File: src/rtl/yc_to_ycbcr_pkg.sv
// Shared constants and types for the YC 4:2:2 to YCbCr 4:4:4 upsampler.
package yc_to_ycbcr_pkg;

    localparam int unsigned C_DATA_WIDTH_DEFAULT = 10;
    localparam int unsigned LATENCY              = 4;

    typedef enum logic {
        PH_EVEN = 1'b0,
        PH_ODD  = 1'b1
    } phase_t;

    // Mid-scale chroma code used when no Cr sample exists in a run.
    function automatic int unsigned mid_code(input int unsigned width);
        return 32'd1 << (width - 1);
    endfunction

    function automatic phase_t next_phase(input logic de, input phase_t ph);
        if (!de) begin
            return PH_EVEN;
        end
        return (ph == PH_EVEN) ? PH_ODD : PH_EVEN;
    endfunction

endpackage

File: src/rtl/yc_to_ycbcr_chroma_avg.sv
// Registered rounding average of two chroma samples, widened by one bit so it never wraps.
module chroma_avg
    import yc_to_ycbcr_pkg::*;
#(
    parameter int unsigned C_DATA_WIDTH = C_DATA_WIDTH_DEFAULT
) (
    input  logic                    clk,
    input  logic                    reset_n,
    input  logic [C_DATA_WIDTH-1:0] a,
    input  logic [C_DATA_WIDTH-1:0] b,
    output logic [C_DATA_WIDTH-1:0] avg
);

    localparam logic [C_DATA_WIDTH:0] ROUND = 1;

    logic [C_DATA_WIDTH:0] sum;

    always_comb begin
        sum = {1'b0, a} + {1'b0, b} + ROUND;
    end

    always_ff @(posedge clk) begin
        if (!reset_n) begin
            avg <= '0;
        end else begin
            avg <= sum[C_DATA_WIDTH:1];
        end
    end

endmodule

File: src/rtl/yc_to_ycbcr.sv
// 4:2:2 multiplexed-chroma to 4:4:4 upsampler with fixed 4-clock latency.
module yc_to_ycbcr
    import yc_to_ycbcr_pkg::*;
#(
    parameter int unsigned C_DATA_WIDTH = C_DATA_WIDTH_DEFAULT
) (
    input  logic                    clk,
    input  logic                    reset_n,
    input  logic                    VS_in,
    input  logic                    HS_in,
    input  logic                    DE_in,
    input  logic [C_DATA_WIDTH-1:0] Y_in,
    input  logic [C_DATA_WIDTH-1:0] C_in,
    output logic                    VS_out,
    output logic                    HS_out,
    output logic                    DE_out,
    output logic [C_DATA_WIDTH-1:0] Y_out,
    output logic [C_DATA_WIDTH-1:0] Cb_out,
    output logic [C_DATA_WIDTH-1:0] Cr_out
);

    localparam logic [C_DATA_WIDTH-1:0] MID_CODE = C_DATA_WIDTH'(mid_code(C_DATA_WIDTH));

    typedef struct packed {
        logic                    vs;
        logic                    hs;
        logic                    de;
        logic [C_DATA_WIDTH-1:0] y;
        logic [C_DATA_WIDTH-1:0] c;
    } stage_t;

    localparam stage_t STAGE_IDLE = '{vs: 1'b1, hs: 1'b1, de: 1'b0, y: '0, c: '0};

    // pipe[0] is the newest pixel; the chroma window is centred on pipe[1].
    stage_t pipe [LATENCY-1];
    phase_t phase;
    phase_t phase_d;
    phase_t ph_s1;
    phase_t ph_s2;

    logic [C_DATA_WIDTH-1:0] cb_a;
    logic [C_DATA_WIDTH-1:0] cb_b;
    logic [C_DATA_WIDTH-1:0] cr_a;
    logic [C_DATA_WIDTH-1:0] cr_b;
    logic [C_DATA_WIDTH-1:0] cb_avg;
    logic [C_DATA_WIDTH-1:0] cr_avg;

    always_comb begin
        phase_d = next_phase(DE_in, phase);
    end

    always_ff @(posedge clk) begin
        if (!reset_n) begin
            phase <= PH_EVEN;
            ph_s1 <= PH_EVEN;
            ph_s2 <= PH_EVEN;
            for (int unsigned i = 0; i < LATENCY - 1; i++) begin
                pipe[i] <= STAGE_IDLE;
            end
        end else begin
            phase   <= phase_d;
            ph_s1   <= phase;
            ph_s2   <= ph_s1;
            pipe[0] <= '{vs: VS_in, hs: HS_in, de: DE_in, y: Y_in, c: C_in};
            for (int unsigned i = 1; i < LATENCY - 1; i++) begin
                pipe[i] <= pipe[i-1];
            end
        end
    end

    // Samples that are absent from the run are replaced by the centre value,
    // so the averager degenerates to a pass-through and needs no output mux.
    always_comb begin
        cb_a = pipe[1].c;
        cb_b = pipe[1].c;
        cr_a = MID_CODE;
        cr_b = MID_CODE;
        if (ph_s2 == PH_EVEN) begin
            if (pipe[0].de) begin
                cr_a = pipe[0].c;
                cr_b = pipe[0].c;
            end else if (pipe[2].de) begin
                cr_a = pipe[2].c;
                cr_b = pipe[2].c;
            end
        end else begin
            cb_a = pipe[2].c;
            cb_b = pipe[0].de ? pipe[0].c : pipe[2].c;
            cr_a = pipe[1].c;
            cr_b = (pipe[0].de && DE_in) ? C_in : pipe[1].c;
        end
    end

    chroma_avg #(
        .C_DATA_WIDTH(C_DATA_WIDTH)
    ) u_cb_avg (
        .clk     (clk),
        .reset_n (reset_n),
        .a       (cb_a),
        .b       (cb_b),
        .avg     (cb_avg)
    );

    chroma_avg #(
        .C_DATA_WIDTH(C_DATA_WIDTH)
    ) u_cr_avg (
        .clk     (clk),
        .reset_n (reset_n),
        .a       (cr_a),
        .b       (cr_b),
        .avg     (cr_avg)
    );

    always_ff @(posedge clk) begin
        if (!reset_n) begin
            VS_out <= 1'b1;
            HS_out <= 1'b1;
            DE_out <= 1'b0;
            Y_out  <= '0;
            Cb_out <= '0;
            Cr_out <= '0;
        end else begin
            VS_out <= pipe[2].vs;
            HS_out <= pipe[2].hs;
            DE_out <= pipe[2].de;
            Y_out  <= pipe[2].de ? pipe[2].y : '0;
            Cb_out <= pipe[2].de ? cb_avg : '0;
            Cr_out <= pipe[2].de ? cr_avg : '0;
        end
    end

endmodule

File: config.mk
export PLATFORM = sky130hd
export DESIGN_NAME = yc_to_ycbcr
export DESIGN_NICKNAME = d
export VERILOG_FILES = /design/src/rtl/yc_to_ycbcr_pkg.sv /design/src/rtl/yc_to_ycbcr_chroma_avg.sv /design/src/rtl/yc_to_ycbcr.sv
export SDC_FILE = /design/constraint.sdc
export NUM_CORES = 1
export LEC_CHECK = 0
export BUFFER_PORTS_ARGS = -buffer_cell sky130_fd_sc_hd__buf_4
export CORE_MARGIN = 2
export CORE_UTILIZATION = 40
export DETAILED_ROUTE_END_ITERATION = 7
export PLACE_DENSITY = 0.66
export SYNTH_ARGS = -nofsm -noshare
export SYNTH_HDL_FRONTEND = slang
export SYNTH_HIERARCHICAL = 1
export SYNTH_SLANG_ARGS = --single-unit
File: constraint.sdc
create_clock -name clk -period 2.95 [get_ports clk]
set_input_delay 0.295 -clock clk [delete_from_list [all_inputs] [get_ports clk]]
set_output_delay 0.295 -clock clk [all_outputs]
set_load 0.05 [all_outputs]
==> summary.md, run 1 <==
| Metric | Value |
|---|---|
| Total global routing track utilization | `0.162` |
| Startpoint type of the worst setup path | `register` |
| Pins Over Slew Limit | `0` |
| Largest clock skew in the final design | `0.00635 ns` |
| Number of levels the H-tree was split into | `4` |
| Min Hold Slack | `0.0689 ns` |
| Post-CTS Hold Buffers | `0` |
| Placed wire-length estimate | `6.91 mm` |
| Core occupancy in the finished layout | `0.506` |
| Final cycle utilization of the critical path | `0.893` |
| Peak fanout along the critical path | `21` |
| Arrival time worst endpoint | `2.93 ns` |
| Clock network power share | `0.518` |
| Number of input and output port buffers inserted | `57` |
| Remaining Overflow, GRT | `0` |
| Number of cells in the design after placement | `684` |
| Actual transition at the worst max-transition pin | `0.633 ns` |
| Final GP Congestion | `0.879` |
| P&R area growth vs syn | `24.0%` |
| Routed Wire Length | `9.91 mm` |
| Worst Setup End Kind | `register` |
| First-pass GRT wire length | `16.1 mm` |
| Detailed router's first-iteration violation count | `240` |
| Synthesized netlist cell count | `501` |
| Cell chosen for the clock root | `clkbuf_16` |
| Clock latency of the later-clocked register in the worst-skew pair | `0.42 ns` |
| Detailed-route vias per instance | `4.92` |
| Fraction of power spent switching nets | `0.225` |
| CP Buf/Inv Count | `1` |
| # DRC | `0` |
| Placement row count | `40` |
| Warning count from the yosys run | `6` |
| Top-area cell type share of the netlist area | `0.515` |
| Result of the run | `finished clean` |
| Number of distinct library cells after synthesis | `42` |
| Clock slew seen by the registers of the worst setup and hold paths | `0.06 ns` |
| Die width | `114 um` |
| NumNets Final | `601` |
| Number of synthesized flops with an enable pin | `0` |
| TritonCTS Buffers | `17` |
| Placed instance area | `5390 um2` |
| Number of primary I/O pins | `58` |
| Master of the slowest instance on the critical path | `fa_1` |
| Setup TNS after final layout | `0 ns` |
| Power share of the sequential group | `0.418` |
| Cell Int Power | `3.30 mW` |
| CP peak stage delay | `0.41 ns` |
| Vias in the first global route | `3294` |
| Clock tree from TritonCTS | `built` |
| Via count | `3525` |
| Maximum number of pins on one net before global-route repair | `80` |
| Inserted Diodes | `0` |
| Mean post-synth cell area | `9.69 um2` |
| Wirelength per Cell | `13.8 um` |
| Syn_nets | `546` |
| Net switching power figure | `960 uW` |
| Number of register bits inferred by synthesis | `125` |
| Area contributors post-synth | `dfxtp_1 (52%), and2_1 (8.6%), ha_1 (4.6%)` |
| Clock sinks | `125` |
| Max Root-Sink Buffers | `2` |
| Max transition margin | `0.578` |
| Area of the core region | `11900 um2` |
| Post-route cell area | `6020 um2` |
| Least setup slack across all paths after layout | `0.316 ns` |
| Comb pwr share | `0.064` |
| Iteration count of the initial detailed-routing pass | `4` |
| Number of violations of the max-capacitance limit | `0` |
| Fin cells | `716` |
| Netlist area before placement | `4860 um2` |
| Static power due to leakage | `2.69 nW` |
| Part of the Yosys area used for sequential elements | `0.515` |
| Post-CTS setup repair buffer count | `0` |
| Number of antenna violations at the first check in global routing | `0` |
| Fraction of final layout cells sized beyond drive strength 1 | `0.206` |
| RSZ-0062 raised after global routing | `no` |
| Cells along the critical path | `buf_4 > mux2i_1 > a21oi_1 > nor2_1 > fa_1 > nand2b_1 > a211oi_1 > o21a_2 > o21ai_2 > nor3b_2` |
| Final ANT Viol Nets | `0` |
| Worst Path Class, Setup | `reg -> reg` |
| Effective utilization at floorplan | `0.408` |
| Worst setup timing slack at the placement stage | `0.370 ns` |
| Final Power | `4.26 mW` |
| Final min period | `2.63 ns` |
| Fmax | `380 MHz` |
| Delay-heaviest family, CP | `compound AO/OA/AOI/OAI gates` |
| Die Ht | `114 um` |
| Asr flop ratio synth | `0` |
| Post-CTS resize count | `0` |
| IR drop worst, VDD | `331 uV` |
| Worst EP required | `3.25 ns` |
| Most frequent cell after synthesis | `dfxtp_1` |
| Die outline area | `13000 um2` |
| Power density over the cells | `707 nW/um2` |
| Most used flip-flop cell after synthesis | `dfxtp_1` |
| Count of endpoints failing setup in the final report | `0` |
| Most used standard cells in the synthesized netlist | `dfxtp_1 (125), and2_1 (67), nand2_1 (35), a21oi_1 (31), and3_1 (31)` |
| Worst min path class | `in -> reg` |
| Hold violation total from the final report | `0` |
| Post-synth top area cell | `dfxtp_1` |
==> cell families (layout without fill, tap and decap cells) <==
| family | Yosys count | after routing | share of synthesized area |
|---|---|---|---|
| muxes | 13 | 13 | 0.0271 |
| and+or+nand+nor | 200 | 200 | 0.226 |
| buffers and inverters | 48 | 116 | 0.0443 |
| xor gates and xnor gates | 8 | 8 | 0.0144 |
| DFF | 125 | 125 | 0.515 |
| AOI/OAI and AO/OA | 87 | 87 | 0.119 |
| adders and majority gates | 20 | 20 | 0.0546 |
==> cells in the final DEF, fill, tap and decap left out, drive strengths merged <==
| master | n |
|---|---|
| xnor2 | 2 |
| nand4 | 2 |
| bufinv | 4 |
| a311o | 1 |
| nand2b | 12 |
| and3 | 31 |
| nand2 | 36 |
| nor3b | 2 |
| clkinv | 2 |
| dfxtp | 125 |
| ha | 18 |
| a211oi | 4 |
| a21o | 5 |
| buf | 63 |
| nor2 | 34 |
| xor2 | 6 |
| nor3 | 10 |
| clkbuf | 18 |
| a31oi | 11 |
| nor2b | 2 |
| fa | 2 |
| o21a | 6 |
| a21oi | 33 |
| a221oi | 10 |
| inv | 28 |
| nand3 | 4 |
| mux2i | 12 |
| a211o | 2 |
| and2 | 67 |
| clkinvlp | 1 |
| mux2 | 1 |
| o211ai | 2 |
| o21ai | 13 |
==> final cells by class <==
type / count / area, um2
tap: 147 / 184
timing repair buffer: 63 / 485
multi-input combinational: 328 / 2140
inverter: 21 / 78.8
clock inverter: 14 / 203
fill: 1094 / 5890
sequential: 125 / 2500
clock buffer: 18 / 429
==> routing by layer <==
layer  share of wire  GRT usage
met1            0.48      0.214
met2            0.43      0.233
met3           0.064     0.0635
met4           0.020     0.0740
met5               0          0
==> registers in the layout, indices dropped and copies added (netlist names) <==
name / flops
ph_s2: 1
ph_s1: 1
Cb_out: 10
DE_out: 1
u_cb_avg/avg: 10
HS_out: 1
phase: 1
VS_out: 1
pipe: 69
u_cr_avg/avg: 10
Y_out: 10
Cr_out: 10
==> worst register-to-register path, cell delays in order (launching register included) <==
cell and delay [ns]:
dfxtp_1 0.38, buf_4 0.32, mux2i_1 0.12, a21oi_1 0.27, nor2_1 0.11, fa_1 0.41
nand2b_1 0.21, a211oi_1 0.30, o21a_2 0.20, o21ai_2 0.06, nor3b_2 0.15
==> final timing paths <==
path | from | slack (ns) | endpoint | depth (start not counted)
min | HS_in | 0.07 | pipe[0][21]$_SDFF_PN1_ | 2
min reg2reg | phase$_SDFF_PN0_ | 0.41 | phase$_SDFF_PN0_ | 1
max reg2reg | pipe[0][20]$_SDFF_PN0_ | 0.32 | u_cb_avg/avg[7]$_SDFF_PN0_ | 10
max | pipe[0][20]$_SDFF_PN0_ | 0.32 | u_cb_avg/avg[7]$_SDFF_PN0_ | 10
==> power by group through the flow <==
stage	registers, mW	clock network, mW	logic [mW]
global route	1.79	2.33	0.303
global placement	1.82	0	0.264
CTS	1.78	2.26	0.272
floorplan	1.81	0	0.189
detailed placement	1.82	0	0.270
finish	1.78	2.21	0.271
No activity file was read; power rests on OpenSTA's default activity.
==> run 2, diff against run 1 <==
- CELL_PAD_IN_SITES_DETAIL_PLACEMENT: unset -> 1
- CELL_PAD_IN_SITES_GLOBAL_PLACEMENT: unset -> 1
- PLACE_DENSITY: 0.66 -> 0.8
==> summary.md, run 2 (synthesis gave the netlist of run 1 again) <==
| Metric | Value |
|---|---|
| CP Buf/Inv Count | `2` |
| Static power due to leakage | `2.62 nW` |
| Clock latency of the later-clocked register in the worst-skew pair | `0.42 ns` |
| Worst Path Class, Setup | `reg -> reg` |
| Max FFs per register | `69` |
| Remaining Overflow, GRT | `0` |
| Worst setup timing slack at the placement stage | `0.323 ns` |
| Power share of the sequential group | `0.454` |
| Max transition margin | `0.540` |
| Actual transition at the worst max-transition pin | `0.689 ns` |
| First-pass GRT wire length | `18.7 mm` |
| Worst min path class | `in -> reg` |
| RSZ-0062 raised after global routing | `no` |
| Final GP Congestion | `0.923` |
| P&R area growth vs syn | `22.0%` |
| Most frequent cells in the layout | `dfxtp_1 (124), and2_1 (67), buf_4 (61)` |
| Maximum number of pins on one net before global-route repair | `90` |
| Detailed-route vias per instance | `5.05` |
| IR drop worst, VDD | `465 uV` |
| Result of the run | `finished clean` |
| Via count | `3612` |
| Cell Int Power | `2.95 mW` |
| Worst EP required | `3.25 ns` |
| Inserted Diodes | `0` |
| Delay-heaviest family, CP | `compound AO/OA/AOI/OAI gates` |
| Least setup slack across all paths after layout | `0.375 ns` |
| Register with the most flip-flops | `pipe` |
| # DRC | `0` |
| Number of input and output port buffers inserted | `57` |
| Die width | `114 um` |
| Vias in the first global route | `3647` |
| Number of violations of the max-capacitance limit | `0` |
| Total global routing track utilization | `0.189` |
| Master of the slowest instance on the critical path | `fa_1` |
| Power density over the cells | `663 nW/um2` |
| Routed Wire Length | `11.2 mm` |
| Detailed router's first-iteration violation count | `234` |
| Iteration count of the initial detailed-routing pass | `4` |
| Final min period | `2.58 ns` |
| Fmax | `388 MHz` |
| Most common cell after layout, fill and taps aside | `dfxtp_1` |
| Number of antenna violations at the first check in global routing | `0` |
| Largest clock skew in the final design | `0.0103 ns` |
| Wirelength per Cell | `15.6 um` |
| Clock sinks | `125` |
| Cells along the critical path | `buf_4 > mux2i_1 > a21oi_1 > inv_1 > fa_1 > nand2b_1 > a211oi_1 > o21a_2 > o21ai_2 > nor3b_2` |
| Worst Setup End Kind | `register` |
| Max Root-Sink Buffers | `2` |
| Number of levels the H-tree was split into | `4` |
| Net switching power figure | `975 uW` |
| Placement row count | `40` |
| TritonCTS Buffers | `17` |
| Area of the core region | `11900 um2` |
| Comb pwr share | `0.070` |
| Clock tree from TritonCTS | `built` |
| Effective utilization at floorplan | `0.408` |
| NumNets Final | `600` |
| Clock network power share | `0.476` |
| Final ANT Viol Nets | `0` |
| Fraction of power spent switching nets | `0.248` |
| Arrival time worst endpoint | `2.88 ns` |
| Startpoint type of the worst setup path | `register` |
| Count of endpoints failing setup in the final report | `0` |
| Fin cells | `715` |
| Die Ht | `114 um` |
| Die outline area | `13000 um2` |
| Number of cells in the design after placement | `683` |
| Placed wire-length estimate | `7.70 mm` |
| Hold violation total from the final report | `0` |
| Fraction of final layout cells sized beyond drive strength 1 | `0.202` |
| Cell chosen for the clock root | `clkbuf_16` |
| CP peak stage delay | `0.43 ns` |
| Number of primary I/O pins | `58` |
| Pins Over Slew Limit | `0` |
| Clock slew seen by the registers of the worst setup and hold paths | `0.06 ns` |
| Final cycle utilization of the critical path | `0.873` |
| Setup TNS after final layout | `0 ns` |
| Peak fanout along the critical path | `21` |
[run 2: cell count changes in the layout (fill, tap and decap cells not counted)]
cell / delta
bufinv_16: -4
buf_4: -1
dfxtp_4: +1
clkbuf_1: +1
dfxtp_2: -1
clkinvlp_4: +4
clkinv_4: +1
clkinv_2: -1
inv_6: -1
[run 2: through the flow]
step | instance area [um2] | util | power, mW | hold slack, ns
after global placement | 5380 | 0.452 | 2.08 | 0.393
after CTS | 5920 | 0.497 | 3.99 | 0.0514
after global routing | 5930 | 0.497 | 4.11 | 0.0484
after floorplan | 4860 | - | 2.00 | 0.383
after detailed placement | 5380 | 0.452 | 2.09 | 0.406
final | 5930 | 0.497 | 3.93 | 0.0703
[run 2: routing by layer]
layer  vias to the layer above  wire, um  GRT usage
met5                         -         0          0
met4                         0       163     0.0667
met3                        14       606     0.0731
met2                        81      5250      0.293
met1                      1713      5130      0.240
li1                       1804         -          -
[run 2: path summary, 6_finish.rpt]
check / slack, ns / start / endpoint / cells past startpoint
worst max-delay path: 0.37 / pipe[0][20]$_SDFF_PN0_ / u_cb_avg/avg[7]$_SDFF_PN0_ / 10
worst min-delay path: 0.07 / HS_in / pipe[0][21]$_SDFF_PN1_ / 2
worst max register to register: 0.37 / pipe[0][20]$_SDFF_PN0_ / u_cb_avg/avg[7]$_SDFF_PN0_ / 10
worst min register to register: 0.41 / phase$_SDFF_PN0_ / phase$_SDFF_PN0_ / 1
[run 2: power groups by stage]
stage | clock network, mW | logic (mW) | registers (mW)
after global routing | 2.01 | 0.310 | 1.79
final | 1.87 | 0.274 | 1.78
after detailed placement | 0 | 0.272 | 1.82
after global placement | 0 | 0.262 | 1.82
after floorplan | 0 | 0.189 | 1.81
after CTS | 1.93 | 0.277 | 1.78
[run 2: final cells by class]
class	count	area, um2
clock buffers	19	433
multi-input cells	328	2140
fillers	1330	5990
flip-flops and latches	125	2510
clock inverters	13	108
well taps	147	184
inverters	21	78.8
repair buffers	62	478
[run 2: what timing repair did]
item | in CTS | in global routing
buffers inserted | 0 | 0
hold buffers | 0 | 0
gates resized for setup | 0 | 1
setup endpoints to repair | 0 | 2
[run 2: worst register-to-register path, delay by kind of cell (launching register included)]
kind                     cells  cell delay [ns]
AO/OA/AOI/OAI                4             0.77
adder cells (fa/ha/maj)      1             0.43
buffers and inverters        2             0.42
flip-flops                   1             0.37
AND/OR/NAND/NOR              2             0.36
multiplexers                 1             0.14
==> run 3, diff against run 2 <==
- PLACE_DENSITY: 0.8 -> 0.7
==> summary.md, run 3 (synthesis gave the netlist of run 1 again) <==
| Metric | Value |
|---|---|
| Result of the run | `finished clean` |
| P&R area growth vs syn | `24.2%` |
| Most common cell after layout, fill and taps aside | `dfxtp_1` |
| Final cycle utilization of the critical path | `0.927` |
| Placement row count | `40` |
| Remaining Overflow, GRT | `0` |
| Number of primary I/O pins | `58` |
| Total global routing track utilization | `0.181` |
| RSZ-0062 raised after global routing | `no` |
| Clock slew seen by the registers of the worst setup and hold paths | `0.05 ns` |
| Least setup slack across all paths after layout | `0.215 ns` |
| Count of endpoints failing setup in the final report | `0` |
| Fmax | `366 MHz` |
| Startpoint type of the worst setup path | `register` |
| Clock sinks | `125` |
| Power density over the cells | `709 nW/um2` |
| Fraction of final layout cells sized beyond drive strength 1 | `0.207` |
| Max FFs per register | `69` |
| Die Ht | `114 um` |
| Placed wire-length estimate | `7.58 mm` |
| Number of cells in the design after placement | `685` |
| Clock tree from TritonCTS | `built` |
| Static power due to leakage | `2.69 nW` |
| Setup TNS after final layout | `0 ns` |
| Max Root-Sink Buffers | `2` |
| Final GP Congestion | `0.901` |
| Filler instances | `1348` |
| Min Hold Slack | `0.0756 ns` |
| Worst Setup End Kind | `register` |
| Die outline area | `13000 um2` |
| Number of levels the H-tree was split into | `4` |
| Routed Wire Length | `10.8 mm` |
| Clock latency of the later-clocked register in the worst-skew pair | `0.42 ns` |
| TritonCTS Buffers | `17` |
| Final min period | `2.73 ns` |
| Iteration count of the initial detailed-routing pass | `4` |
| Inserted Diodes | `0` |
| Depth of the worst hold-timing path | `2` |
| Post-CTS resize count | `0` |
| Die width | `114 um` |
| Arrival time worst endpoint | `3.05 ns` |
| Worst min path class | `in -> reg` |
| Detailed-route vias per instance | `5.01` |
| Area of the core region | `11900 um2` |
| Detailed router's first-iteration violation count | `139` |
| Peak fanout along the critical path | `7` |
| Final ANT Viol Nets | `0` |
| NumNets Final | `602` |
| Pins Over Slew Limit | `0` |
| Post-route cell area | `6030 um2` |
| Worst flop-to-flop path startpoint | `pipe[0][20]$_SDFF_PN0_` |
| Number of violations of the max-capacitance limit | `0` |
| Flop-to-flop setup slack | `0.22 ns` |
| Worst Path Class, Setup | `reg -> reg` |
| Effective utilization at floorplan | `0.408` |
| Fin cells | `716` |
| Post-CTS Hold Buffers | `0` |
| Worst EP required | `3.27 ns` |
| Maximum number of pins on one net before global-route repair | `94` |
| Logic depth of the worst register-to-register path | `10` |
| Cell chosen for the clock root | `clkbuf_16` |
| Max transition margin | `0.525` |
| Via count | `3586` |
| Vias in the first global route | `3651` |
| Most frequent cells in the layout | `dfxtp_1 (124), and2_1 (67), buf_4 (63)` |
| Reg-to-reg endpoint | `u_cr_avg/avg[9]$_SDFF_PN0_` |
| Placed instance area | `5390 um2` |
| Largest clock skew in the final design | `0.00390 ns` |
| Actual transition at the worst max-transition pin | `0.713 ns` |
| Startpoint of the worst setup timing path | `pipe[0][20]$_SDFF_PN0_` |
| Number of antenna violations at the first check in global routing | `0` |
| IR drop worst, VDD | `341 uV` |
| Wirelength per Cell | `15.1 um` |
| Final Power | `4.28 mW` |
| Critical path destination | `u_cr_avg/avg[9]$_SDFF_PN0_` |
| Number of input and output port buffers inserted | `57` |
| Post-CTS setup repair buffer count | `0` |
| # DRC | `0` |
| First-pass GRT wire length | `18.0 mm` |
| Worst setup timing slack at the placement stage | `0.227 ns` |
| Hold violation total from the final report | `0` |
| Register with the most flip-flops | `pipe` |
| Core occupancy in the finished layout | `0.506` |
## run 3: changes by cell type in the layout (fill, tap and decap cells not counted), moves of 2 or more
| cell | change |
|---|---|
| bufinv_16 | +4 |
| clkinvlp_4 | -4 |
| inv_6 | -3 |
| buf_4 | +2 |
| clkbuf_1 | -2 |
| clkbuf_8 | +2 |
## run 3: layout make-up
cell class	instances	area, um2	share of cell area
inverter	21	78.8	0.0131
tap	147	184	0.0305
sequential	125	2510	0.416
timing repair buffer	64	484	0.0803
clock inverter	12	185	0.0307
clock buffer	19	453	0.0751
multi-input combinational	328	2140	0.355
## run 3: per-layer routing
layer | vias up | GRT usage | share of wire
li1 | 1801 | - | -
met1 | 1709 | 0.231 | 0.47
met2 | 61 | 0.289 | 0.47
met3 | 15 | 0.0572 | 0.035
met4 | 0 | 0.0683 | 0.018
met5 | - | 0 | 0
## run 3: worst min-delay path by stage
stage                      startpoint                endpoint  slack, ns
2_1_floorplan        phase$_SDFF_PN0_        phase$_SDFF_PN0_       0.38
3_5_place_dp   pipe[0][67]$_SDFF_PN1_       HS_out$_SDFF_PN1_       0.39
6_report                        VS_in  pipe[0][22]$_SDFF_PN1_       0.08
5_1_grt                         HS_in  pipe[0][21]$_SDFF_PN1_       0.06
3_3_place_gp   pipe[0][68]$_SDFF_PN1_       VS_out$_SDFF_PN1_       0.40
4_1_cts                         VS_in  pipe[0][22]$_SDFF_PN1_       0.06
## run 3: where the power goes
group	total, mW	internal [mW]	switching (mW)
Combinational	0.275	0.117	0.158
Clock	2.22	1.46	0.755
Sequential	1.78	1.75	0.0307
Total	4.28	3.33	0.943
## run 3: worst max-delay path, stage by stage, from the launching register on
cell      delay, ns
dfxtp_1        0.34
nor2b_2        0.36
a221oi_1       0.17
a21oi_1        0.23
inv_1          0.09
fa_1           0.47
nand2b_1       0.21
a211oi_1       0.27
o21a_2         0.19
o21ai_2        0.07
a21oi_1        0.23
